## src/rtl/dmem_arbiter.sv

```systemverilog
// dmem_arbiter
//   Two-requester arbiter in front of a single-port synchronous data memory.
//   Requester 0 is the CPU MEM stage and has default priority. Requester 1 is
//   a DMA/debug loader. A starvation counter forces one loader grant after
//   STARVE_LIMIT consecutive denied loader cycles. Read data returns one
//   cycle after a read grant and is steered to whichever requester issued it.
//
// Ports
//   clk, reset                 rising-edge clock, asynchronous active-low reset
//   cpu_req/we/addr/wdata      CPU request channel
//   cpu_gnt, cpu_stall         CPU access issued / CPU request denied this cycle
//   cpu_rvalid, cpu_rdata      CPU read return (zero unless rvalid)
//   dma_req/we/addr/wdata      loader request channel
//   dma_gnt                    loader access issued this cycle
//   dma_rvalid, dma_rdata      loader read return (zero unless rvalid)
//   mem_en/we/addr/wdata       memory command, zero when idle
//   mem_rdata                  memory read data, valid the cycle after a read
module dmem_arbiter #(
  parameter int ADDR_WIDTH   = 8,
  parameter int DATA_WIDTH   = 16,
  parameter int STARVE_LIMIT = 4
) (
  input  logic                  clk,
  input  logic                  reset,
  input  logic                  cpu_req,
  input  logic                  cpu_we,
  input  logic [ADDR_WIDTH-1:0] cpu_addr,
  input  logic [DATA_WIDTH-1:0] cpu_wdata,
  output logic                  cpu_gnt,
  output logic                  cpu_stall,
  output logic                  cpu_rvalid,
  output logic [DATA_WIDTH-1:0] cpu_rdata,
  input  logic                  dma_req,
  input  logic                  dma_we,
  input  logic [ADDR_WIDTH-1:0] dma_addr,
  input  logic [DATA_WIDTH-1:0] dma_wdata,
  output logic                  dma_gnt,
  output logic                  dma_rvalid,
  output logic [DATA_WIDTH-1:0] dma_rdata,
  output logic                  mem_en,
  output logic                  mem_we,
  output logic [ADDR_WIDTH-1:0] mem_addr,
  output logic [DATA_WIDTH-1:0] mem_wdata,
  input  logic [DATA_WIDTH-1:0] mem_rdata
);

  localparam logic [3:0] STARVE_LIM4 = 4'(STARVE_LIMIT);

  logic [3:0] starve_cnt_reg, starve_cnt_next;
  // bit0: CPU read in flight, bit1: DMA read in flight
  logic [1:0] rsel_reg, rsel_next;
  logic       dma_prio;

  // Grants are masked while reset is low so nothing reaches the memory.
  always_comb begin
    cpu_gnt  = 1'b0;
    dma_gnt  = 1'b0;
    dma_prio = (starve_cnt_reg >= STARVE_LIM4);
    if (reset) begin
      if (dma_prio && dma_req) begin
        dma_gnt = 1'b1;
      end else if (cpu_req) begin
        cpu_gnt = 1'b1;
      end else if (dma_req) begin
        dma_gnt = 1'b1;
      end
    end
  end

  assign cpu_stall = reset & cpu_req & ~cpu_gnt;

  always_comb begin
    mem_en    = cpu_gnt | dma_gnt;
    mem_we    = 1'b0;
    mem_addr  = '0;
    mem_wdata = '0;
    if (cpu_gnt) begin
      mem_we    = cpu_we;
      mem_addr  = cpu_addr;
      mem_wdata = cpu_wdata;
    end else if (dma_gnt) begin
      mem_we    = dma_we;
      mem_addr  = dma_addr;
      mem_wdata = dma_wdata;
    end
  end

  // Forced priority clears the counter on the loader grant, so it lasts
  // exactly one access.
  always_comb begin
    starve_cnt_next = 4'd0;
    if (dma_req && !dma_gnt) begin
      starve_cnt_next = (starve_cnt_reg == 4'd15) ? 4'd15 : starve_cnt_reg + 4'd1;
    end
    rsel_next = {dma_gnt & ~dma_we, cpu_gnt & ~cpu_we};
  end

  always_ff @(posedge clk or negedge reset) begin
    if (!reset) begin
      starve_cnt_reg <= 4'd0;
      rsel_reg       <= 2'b00;
    end else begin
      starve_cnt_reg <= starve_cnt_next;
      rsel_reg       <= rsel_next;
    end
  end

  // Read return steering; the shared memory bus is routed to one owner only.
  logic [1:0]            rvalid;
  logic [DATA_WIDTH-1:0] rdata [2];

  for (genvar gi = 0; gi < 2; gi++) begin : g_ret
    assign rvalid[gi] = rsel_reg[gi];
    assign rdata[gi]  = rsel_reg[gi] ? mem_rdata : '0;
  end

  assign cpu_rvalid = rvalid[0];
  assign cpu_rdata  = rdata[0];
  assign dma_rvalid = rvalid[1];
  assign dma_rdata  = rdata[1];

endmodule

```

## config.mk

```make
export PLATFORM = sky130hd
export DESIGN_NAME = dmem_arbiter
export DESIGN_NICKNAME = d
export VERILOG_FILES = /design/src/rtl/dmem_arbiter.sv
export SDC_FILE = /design/constraint.sdc
export NUM_CORES = 1
export LEC_CHECK = 0
export ABC_AREA = 0
export BUFFER_PORTS_ARGS = -buffer_cell sky130_fd_sc_hd__buf_2
export CORE_MARGIN = 4
export CORE_UTILIZATION = 25
export CTS_CLUSTER_DIAMETER = 80
export DETAILED_ROUTE_END_ITERATION = 8
export GPL_TIMING_DRIVEN = 0
export PLACE_DENSITY = 0.83
export SYNTH_ARGS = -nofsm -noshare
export SYNTH_HDL_FRONTEND = slang
export SYNTH_SLANG_ARGS = --single-unit
```

## constraint.sdc

```tcl
create_clock -name clk -period 1.85 [get_ports clk]
set_clock_uncertainty 0.2 [all_clocks]
set_input_delay 0.185 -clock clk [delete_from_list [all_inputs] [get_ports clk]]
set_output_delay 0.185 -clock clk [all_outputs]
set_load 0.01 [all_outputs]
```

======== Yosys cells after proc, flatten, opt, wreduce, memory -nomap -nowiden ========
Cells that the tools add are included.
storage, ports and cells
  register bits ........................... 6
cells by class
  eq/ne operators ......................... 1
  multiplexer cells ....................... 17
  add/sub/neg operators ................... 1
  $lt $le $gt $ge ......................... 1
  bitwise gates (word level) .............. 8
  reduce and logical (&&, ||, !) cells .... 3
operators by type and width
  cell                                                                                 number
  16-bit 2-to-1 mux                                                                    4
  8-bit 2-to-1 mux                                                                     2
  1-bit 2-to-1 mux                                                                     9
  4-bit 2-to-1 mux                                                                     2
  4-bit by 1-bit adder with 4-bit output, second input constant                        1
  1-bit bitwise AND                                                                    4
  4-bit equality test, second input constant                                           1
  4-bit by 3-bit greater-or-equal comparator with 1-bit output, second input constant  1
  1-bit inverter                                                                       3
  1-bit logical AND                                                                    2
  1-bit logical NOT                                                                    1
  1-bit OR                                                                             1

======== Logic depth before layout (Yosys ltp) ========
Gate-level depths: netlist of run 1.
  depth after elaboration ................. 7
  mapped depth ............................ 5

======== Worst setup path before layout of run 1 ========
Ideal clock, no wire load.
  kind .................................... reg2out
  start point ............................. reg starve_cnt_reg[3]
  end point ............................... out mem_wdata[10]
  data arrival time ....................... 1.445 ns
  stages on the path, launching flop included .. 6
  required time ........................... 1.465 ns
  setup slack ............................. 0.020 ns
  cell sequence ........................... dfrtp_1 -> or3b_4 -> and3_4 -> buf_6 -> buf_6 -> a22o_1
on the way
  longest elaborated chain between the ends .. 6
  elaborated cells on any way between the ends .. 8
  those cells by class .................... order compare: 1; mux: 6; reduce/logical: 1
ends and longest elaborated chain
  element                                                       RTL line  text
  start, declared                                               49        logic [3:0] starve_cnt_reg, starve_cnt_next;
  start signal, assigned                                        103       starve_cnt_reg <= starve_cnt_next;
  4-bit by 3-bit greater-or-equal comparator with 1-bit output  58        dma_prio = (starve_cnt_reg >= STARVE_LIM4);
  1-bit logical AND                                             60        if (dma_prio && dma_req) begin
  1-bit 2-to-1 mux                                              60
  1-bit 2-to-1 mux                                              59        if (reset) begin
  net dma_gnt                                                   37        output logic dma_gnt,
  16-bit 2-to-1 mux                                             81        end else if (dma_gnt) begin
  16-bit 2-to-1 mux                                             77        if (cpu_gnt) begin
  end, declared                                                 43        output logic [DATA_WIDTH-1:0] mem_wdata,
The timed path passes the listed nets, and every way through them passes these cells.

======== Worst setup path after layout of run 1 ========
  start point ............................. reg starve_cnt_reg[3]
  end point ............................... out mem_wdata[1]
on the way
  longest elaborated chain between the ends .. 6
  elaborated cells on any way between the ends .. 8
  those cells by class .................... order compare: 1; mux: 6; reduce/logical: 1
ends and longest elaborated chain
  element                                                           RTL line
  4-bit by 3-bit greater-or-equal comparator with 1-bit output (*)  58
  1-bit logical AND (*)                                             60
  1-bit 2-to-1 mux                                                  60
  1-bit 2-to-1 mux                                                  59
  16-bit 2-to-1 mux                                                 81
  16-bit 2-to-1 mux (*)                                             77
Mark *: on every way between the ends. The rest lies on a longest branch, timed or not.

==> impl.org, run 1 <==
** Run status
- The flow ran to the end, but the final reports show violations.
- Failing checks :: negative setup slack

** GRT
- All-layer global routing usage :: 0.153
- Initial antenna violation count :: 0
- Global-route wire length before repair :: 5220 um
- The number of global-route vias before repair is 1,192.
- Entering global routing, the biggest net connects 11 pins.
- Global routing finished with a remaining overflow of 0.

** Critical path
- By startpoint and endpoint, the worst setup path is classified as flip-flop to output pin.
- Setup slack of the worst register-to-register path :: 0.03 ns
- Counting both buffers and inverters, the worst setup path holds a total of 2.
- Critical path cell sequence :: or3b_4, and3_4, buf_6, a22o_1, buf_2
- Highest fanout seen on the critical path :: 6
- The most critical setup path has its startpoint at starve_cnt_reg[3]$_DFF_PN0_.
- The worst register-to-register path begins at starve_cnt_reg[3]$_DFF_PN0_.
- Crit path max-delay family :: simple AND/OR/NAND/NOR gates
- Worst EP arrival :: 1.75 ns
- The worst setup path is captured at an output pin.
- Data required time at the worst endpoint :: 1.46 ns
- Kind of start point of the critical path :: flip-flop
- CP max-delay cell :: sky130_fd_sc_hd__or3b_4
- Delay of the slowest cell on the worst path :: 0.41 ns

** Timing
- Of the available clock period, the critical path in the final layout requires 1.16.
- Crit path time final :: 2.14 ns
- The number of hold-slack violations in the final timing report was 0.
- For the pin with the worst max-slew slack, the measured transition is 0.293 ns.
- The number of max-slew violations in the final report is 0.
- Timing would allow up to 468 MHz.
- Setup repair after global routing could not meet its margin everywhere.
- Final setup margin :: -0.288 ns
- Setup violations remaining at the end of the flow were counted as 26.
- Max-slew headroom at the worst pin :: 0.804
- For the final routed database, the setup TNS stands at -6.64 ns.

** Synth
- After synthesis, the netlist uses 20 different library cells.
- Total number of yosys warnings :: 0
- Summed instance area of the synthesized netlist :: 777 um^2
- Most used flip-flop cell after synthesis :: sky130_fd_sc_hd__dfrtp_1
- After technology mapping, the gate count stands at 98.
- Post-synth top area share :: 0.271
- By area the synthesized netlist is led by sky130_fd_sc_hd__a22o_1 27%, sky130_fd_sc_hd__and2_1 26%, sky130_fd_sc_hd__dfrtp_1 19%.
- Top cells by count, synth :: 32 x sky130_fd_sc_hd__and2_1, 24 x sky130_fd_sc_hd__a22o_1, 6 x sky130_fd_sc_hd__dfrtp_1, 6 x sky130_fd_sc_hd__nor2_1, 4 x sky130_fd_sc_hd__nand3_1
- Library cell occupying the most area in the post-synthesis netlist :: sky130_fd_sc_hd__a22o_1
- Average cell area after synthesis :: 7.93 um^2
- The number of nets handed over by synthesis was 169.
- Share of the yosys chip area belonging to registers :: 0.193
- Most instantiated library cell after synthesis :: sky130_fd_sc_hd__and2_1
- Synth async-reset ratio :: 1.00
- Number of synthesized register bits :: 6
- Number of flops mapped to enable cells by yosys :: 0

** Floorplanning
- The floorplan step defined a die boundary enclosing 0.00406 mm^2.
- Number of primary I/O pins :: 133
- The core region is 0.00285 mm^2.
- Horizontal extent of the die :: 63.8 um
- For this configuration, the core starts out at a cell density of 0.272.
- After floorplanning, the core was divided into 19 placement rows.
- In this run the vertical extent of the chip is 63.8 um.

** Clock network
- Number of sinks on the clock net :: 6
- Clock-pin transition on the worst setup and hold timing paths :: 0.05 ns
- The cell sitting at the root of the clock tree is a sky130_fd_sc_hd__clkbuf_4.
- Number of CTS-inserted buffers :: 3
- TritonCTS built the clock tree.
- H-Tree Level Count :: 1
- The clock passes through at most 2 buffers.
- Worst skew pair latency :: 0.25 ns

** Drt
- Overall routed net length :: 3590 um
- Dividing the detail-routed wire length by the instance count gives 12.9 um.
- In the routed design, unresolved DRC markers number 0.
- Before antenna repair, the detailed router went through 2 iterations.
- Detailed Route Iter0 Violations :: 31
- For this block, the via count after detailed routing is 1,297.
- Count of nets left with antenna violations after detail routing :: 0
- In the routed layout, each cell is associated on average with a via count of 4.65.

** Layout
- Area growth from synthesis to layout :: 117%
- Share of post-route cells with drive strength above 1 :: 0.645
- Max FFs per register :: 4
- Sequential standard cell area :: 151 um^2
- The final layout contains 321 nets.
- Excluding fillers, the count of instances in the completed layout stands at 279.
- In the final layout, the multi-input gates occupy 579 um^2.
- 0 antenna diodes ended up in the layout.
- The layout has 272 filler cells.

** Flow run
- # Max-Cap Violations :: 0

** Placement
- The HPWL after detailed placement is 2770 um.
- Final RePlAce weighted congestion :: 0.729
- Number of placed instances with taps included :: 261
- Buffers placed on the I/O ports in this run total 132.

** Power
- Leak Pwr :: 1.06 nW
- Power spread over the standard cell area amounts to 328 mW/mm^2.
- The worst-case IR drop observed on VDD is 343 uV.

** Hold path
- Worst hold path type :: input port to flip-flop
- In this run the most critical hold path is launched from reset.
-- final timing paths --
check,cells past startpoint,to
setup / recovery,5,mem_wdata[1]
hold / removal,3,starve_cnt_reg[1]$_DFF_PN0_
setup reg to reg,6,rsel_reg[1]$_DFF_PN0_
hold reg to reg,1,starve_cnt_reg[0]$_DFF_PN0_
max in group asynchronous,2,starve_cnt_reg[2]$_DFF_PN0_
min in group asynchronous,2,starve_cnt_reg[1]$_DFF_PN0_
-- through the flow --
| stage | utilization | instance area, um^2 | hold WS, ns | power [mW] | setup slack [ns] |
|---|---|---|---|---|---|
| after floorplan | - | 777 | -0.311 | 0.259 | 0.0200 |
| after global placement | 0.518 | 1480 | -0.163 | 0.395 | -0.151 |
| after detailed placement | 0.518 | 1480 | -0.159 | 0.400 | -0.157 |
| after CTS | 0.566 | 1610 | 0.127 | 0.544 | -0.284 |
| after global routing | 0.591 | 1690 | 0.185 | 0.598 | -0.342 |
| final | 0.591 | 1690 | 0.158 | 0.553 | -0.288 |
-- repair_timing --
action	4_1_cts	5_1_grt
resized for setup	10	10
pin swaps	1	3
hold buffers	3	0
setup endpoints to repair	26	28
buffers inserted	6	5
endpoints found under the hold margin	8	0
gates cloned	2	0
-- layer usage --
layer	global-route usage	up-vias	part of all wire	routed length (um)
met5	0	-	0	0
li1	-	655	-	-
met1	0.154	571	0.34	1230
met3	0.0438	2	0.10	362
met2	0.312	69	0.55	1990
met4	0.0216	0	0.0033	12
-- power breakdown --
part | internal [mW] | switching [mW]
sequential | 0.137 | 0.00636
combinational | 0.164 | 0.125
clock | 0.0733 | 0.0466
total | 0.375 | 0.178
-- cells by family after synthesis --
group                    after synthesis  synth area share
AND/OR/NAND/NOR                       50             0.382
AO/OA/AOI/OAI                         31             0.327
buffers and inverters                 10            0.0821
flip-flops                             6             0.193
adder cells (fa/ha/maj)                1            0.0161
-- placed cells by master (no fill, tap or decap), types with 2 or more instances in the layout --
cell type,count
sky130_fd_sc_hd__buf_2,131
sky130_fd_sc_hd__and2_1,32
sky130_fd_sc_hd__a22o_1,24
sky130_fd_sc_hd__buf_6,10
sky130_fd_sc_hd__buf_4,8
sky130_fd_sc_hd__nor2_1,6
sky130_fd_sc_hd__dfrtp_1,5
sky130_fd_sc_hd__nand3_1,4
sky130_fd_sc_hd__a21oi_1,3
sky130_fd_sc_hd__clkbuf_4,3
sky130_fd_sc_hd__dlygate4sd3_1,3
sky130_fd_sc_hd__nand2_1,2
sky130_fd_sc_hd__nor2b_1,2
sky130_fd_sc_hd__inv_1,2
sky130_fd_sc_hd__clkbuf_1,2
-- area by class of cell --
class | instances | share of cell area
buffer | 7 | 0.0334
sequential | 6 | 0.0898
timing repair buffer | 148 | 0.492
multi-input combinational | 82 | 0.344
clock buffer | 3 | 0.0134
inverter | 2 | 0.00445
tap | 31 | 0.0230
-- worst min-delay path, stage by stage --
cell,delay (ns)
sky130_fd_sc_hd__buf_2,0.13
sky130_fd_sc_hd__a21bo_2,0.19
sky130_fd_sc_hd__a21oi_1,0.05
(Power assumes the default switching activity.)
==> run 2: changes to the inputs <==
--- a/config.mk
+++ b/config.mk
@@ -7,11 +7,12 @@
 export LEC_CHECK = 0
 export ABC_AREA = 0
 export BUFFER_PORTS_ARGS = -buffer_cell sky130_fd_sc_hd__buf_2
+export CORE_ASPECT_RATIO = 0.7
 export CORE_MARGIN = 4
 export CORE_UTILIZATION = 25
 export CTS_CLUSTER_DIAMETER = 80
 export DETAILED_ROUTE_END_ITERATION = 8
-export GPL_TIMING_DRIVEN = 0
+export GPL_TIMING_DRIVEN = 1
 export PLACE_DENSITY = 0.83
 export SYNTH_ARGS = -nofsm -noshare
 export SYNTH_HDL_FRONTEND = slang
==> run 2 against run 1 <==
Net effect: the run still ends with negative setup slack left; worst hold slack gained 0.024 ns; clock-buffer cell count did not move; sequential share of layout area rose by 0.52 points; via count decreased by 3.2%; cell count is 2.5% lower; wire length down 6.0%.
==> impl.org, run 2 (synthesized netlist as in run 1, its figures left out) <==
** Timing
- Crit path time final :: 1.98 ns (was 2.14 ns)
- The hold slack is 0.183 ns (was 0.158 ns).
- Count of endpoints failing setup in the final report :: 24 (was 26)
- Highest Clock Rate :: 504 MHz (was 468 MHz)
- The slew at the pin closest to its max-slew limit came to 0.343 ns (was 0.293 ns).
- The summed negative setup slack over all endpoints came to -2.74 ns (was -6.64 ns).
- The relative slew slack came to 0.771 (was 0.804).
- The number of hold-slack violations in the final timing report is 0 (unchanged).
- The final cycle utilization of the critical path was 1.07 (was 1.16).
- The final critical-path setup slack is -0.134 ns (was -0.288 ns).
- The number of max-slew violations in the final report came to 0 (unchanged).
- Unrepaired setup endpoints after global routing: true (unchanged).

** Drt
- Post-detailed-route wirelength per cell :: 12.4 um (was 12.9 um)
- Detailed Route Iter0 Violations :: 32 (was 31)
- The total wire length after detailed routing was 3380 um (was 3590 um).
- Drt drc :: 0 (unchanged)
- Count of nets left with antenna violations after detail routing :: 0 (unchanged)
- Total vias in the final route :: 1,255 (was 1,297)
- Number of iterations in the first detailed-routing pass :: 4 (was 2)
- The average vias per placed instance is 4.61 (was 4.65).

** GRT
- The initial antenna violation count came to 0 (unchanged).
- Global route overflow :: 0 (unchanged)
- Via count of the first global-routing pass :: 1,064 (was 1,192)
- All-layer global routing usage :: 0.145 (was 0.153)
- Global-route wire length before repair :: 4530 um (was 5220 um)
- The pin count of the biggest net entering global routing came to 27 (was 11).

** Critical path
- Critical path cell sequence :: or3b_4, and3_4, a22o_1, buf_2 (was or3b_4, and3_4, buf_6, a22o_1, buf_2)
- Crit path kind :: flip-flop to output pin (unchanged)
- Worst EP arrival :: 1.60 ns (was 1.75 ns)
- Highest fanout seen on the critical path :: 7 (was 6)
- The critical path data required time came to 1.46 ns (about the same).
- The critical path launch point type is a flip-flop (unchanged).
- Delay of the slowest cell on the worst path :: 0.42 ns (was 0.41 ns)
- CP Capture Type :: output pin (unchanged)
- The cell with the largest stage delay on the worst path is sky130_fd_sc_hd__or3b_4 (unchanged).

** Layout
- The number of nets in the finished design was 309 (was 321).
- Fill cells :: 277 (was 272)
- The flip-flop count of the largest register after layout was 4 (unchanged).
- Commonest non-fill, non-tap cells in the layout: 132 x sky130_fd_sc_hd__buf_2, 32 x sky130_fd_sc_hd__and2_1, 24 x sky130_fd_sc_hd__a22o_1 (was 131 x sky130_fd_sc_hd__buf_2, 32 x sky130_fd_sc_hd__and2_1, 24 x sky130_fd_sc_hd__a22o_1).
- The fraction of final layout cells with drive strength greater than 1 came to 0.623 (was 0.645).
- Most common library cell in the layout ignoring fill and taps :: sky130_fd_sc_hd__buf_2 (unchanged)
- The final cell count without fillers came to 272 (was 279).
- The area of the multi-input gates is 588 um^2 (was 579 um^2).
- Antenna diode count :: 0 (unchanged)
- The relative area change from synthesis to final layout came to 103% (was 117%).
- The area used by sequential logic in the layout is 150 um^2 (was 151 um^2).

** Power
- The largest vdd supply drop was 342 uV (was 343 uV).
- Power Dens Cells :: 385 mW/mm^2 (was 328 mW/mm^2)
- The static power due to leakage is 1.00 nW (was 1.06 nW).
- Total power after layout :: 0.609 mW (was 0.553 mW)

** Hold path
- Worst hold path type :: input port to flip-flop (unchanged)

** Clock network
- The root buffer cell is sky130_fd_sc_hd__clkbuf_8 (was sky130_fd_sc_hd__clkbuf_4).
- Number of CTS-inserted buffers :: 3 (unchanged)
- The CTS tree is yes (unchanged).
- Bufs on Longest Clock Path :: 2 (unchanged)
- H-Tree Level Count :: 1 (unchanged)
- Worst skew pair latency :: 0.23 ns (was 0.25 ns)
- The sink count of the clock tree was 6 (unchanged).
- Clock-pin transition on the worst setup and hold timing paths :: 0.04 ns (was 0.05 ns)

** Floorplanning
- Core area :: 0.00288 mm^2 (was 0.00285 mm^2)
- Horizontal extent of the die :: 74.6 um (was 63.8 um)
- Standard-cell row count :: 16 (was 19)
- Overall die area :: 0.00408 mm^2 (was 0.00406 mm^2)
- The vertical extent of the die is 54.6 um (was 63.8 um).
- The effective utilization at floorplan came to 0.270 (was 0.272).
- The number of top-level pins was 133 (unchanged).

** Run status
- Run status :: finished, violations left (unchanged)
- Failing checks :: negative setup slack (unchanged)

** Placement
- DP HPWL :: 2680 um (was 2770 um)
- The weighted congestion reported at the end of routability-driven placement was 0.733 (was 0.729).
- Number of buffers added on ports :: 132 (unchanged)
- The number of cells after detailed placement was 262 (was 261).

** Flow run
- The max capacitance violation total is 0 (unchanged).
==> run 2: cell count changes in the layout (fill, tap and decap cells not counted), sizes merged <==
cell	previous run	this run
and3	1	3
buf	150	138
clkbuf	5	3
==> run 2: cell type report <==
type | instances | share of cell area
tap | 36 | 0.0285
timing repair buffer | 141 | 0.473
clock buffer | 3 | 0.0261
sequential | 6 | 0.0950
multi-input combinational | 84 | 0.372
inverter | 2 | 0.00475
==> run 2: metrics by stage <==
step	setup WS [ns]	util	cell area [um^2]
floorplan	0.0200	-	777
global placement	0.0703	0.510	1470
global route	-0.186	0.548	1580
CTS	-0.140	0.548	1580
detailed placement	0.0426	0.510	1470
finish	-0.134	0.548	1580
==> run 2: path summary, 6_finish.rpt <==
check	start	end	slack, ns	cells after the start
worst min-delay path	reset	starve_cnt_reg[0]$_DFF_PN0_	0.18	3
worst max register to register	starve_cnt_reg[2]$_DFF_PN0_	starve_cnt_reg[3]$_DFF_PN0_	0.18	4
min in group asynchronous	reset	starve_cnt_reg[0]$_DFF_PN0_	0.27	2
worst max-delay path	starve_cnt_reg[2]$_DFF_PN0_	mem_wdata[14]	-0.13	4
worst min register to register	starve_cnt_reg[0]$_DFF_PN0_	starve_cnt_reg[0]$_DFF_PN0_	0.31	1
max in group asynchronous	reset	starve_cnt_reg[1]$_DFF_PN0_	0.95	2
==> run 2: power by group <==
part / switching, mW / internal [mW] / total [mW]
registers: 0.00839 / 0.137 / 0.146
logic: 0.118 / 0.145 / 0.263
clock network: 0.0597 / 0.140 / 0.200
total: 0.186 / 0.423 / 0.609
==> run 2: timing repair <==
action | CTS | global route
buffers inserted | 2 | 0
endpoints found under the hold margin | 8 | 0
gates resized for setup | 3 | 1
pin swaps | 3 | 2
endpoints found under the setup margin | 26 | 27
hold buffers | 3 | 0
gates cloned | 2 | 0
==> run 2: layer usage <==
| layer | vias to the layer above | global-route usage | routed length, um |
|---|---|---|---|
| li1 | 635 | - | - |
| met1 | 536 | 0.176 | 1270 |
| met2 | 80 | 0.254 | 1640 |
| met3 | 4 | 0.0239 | 425 |
| met4 | 0 | 0.0621 | 43 |
| met5 | - | 0 | 0 |
==> run 2: critical path, delay by kind of cell, from the launching register on <==
family	cells	cell delay [ns]
flops	1	0.38
buf+inv	1	0.14
compound gates	1	0.20
simple gates	2	0.65
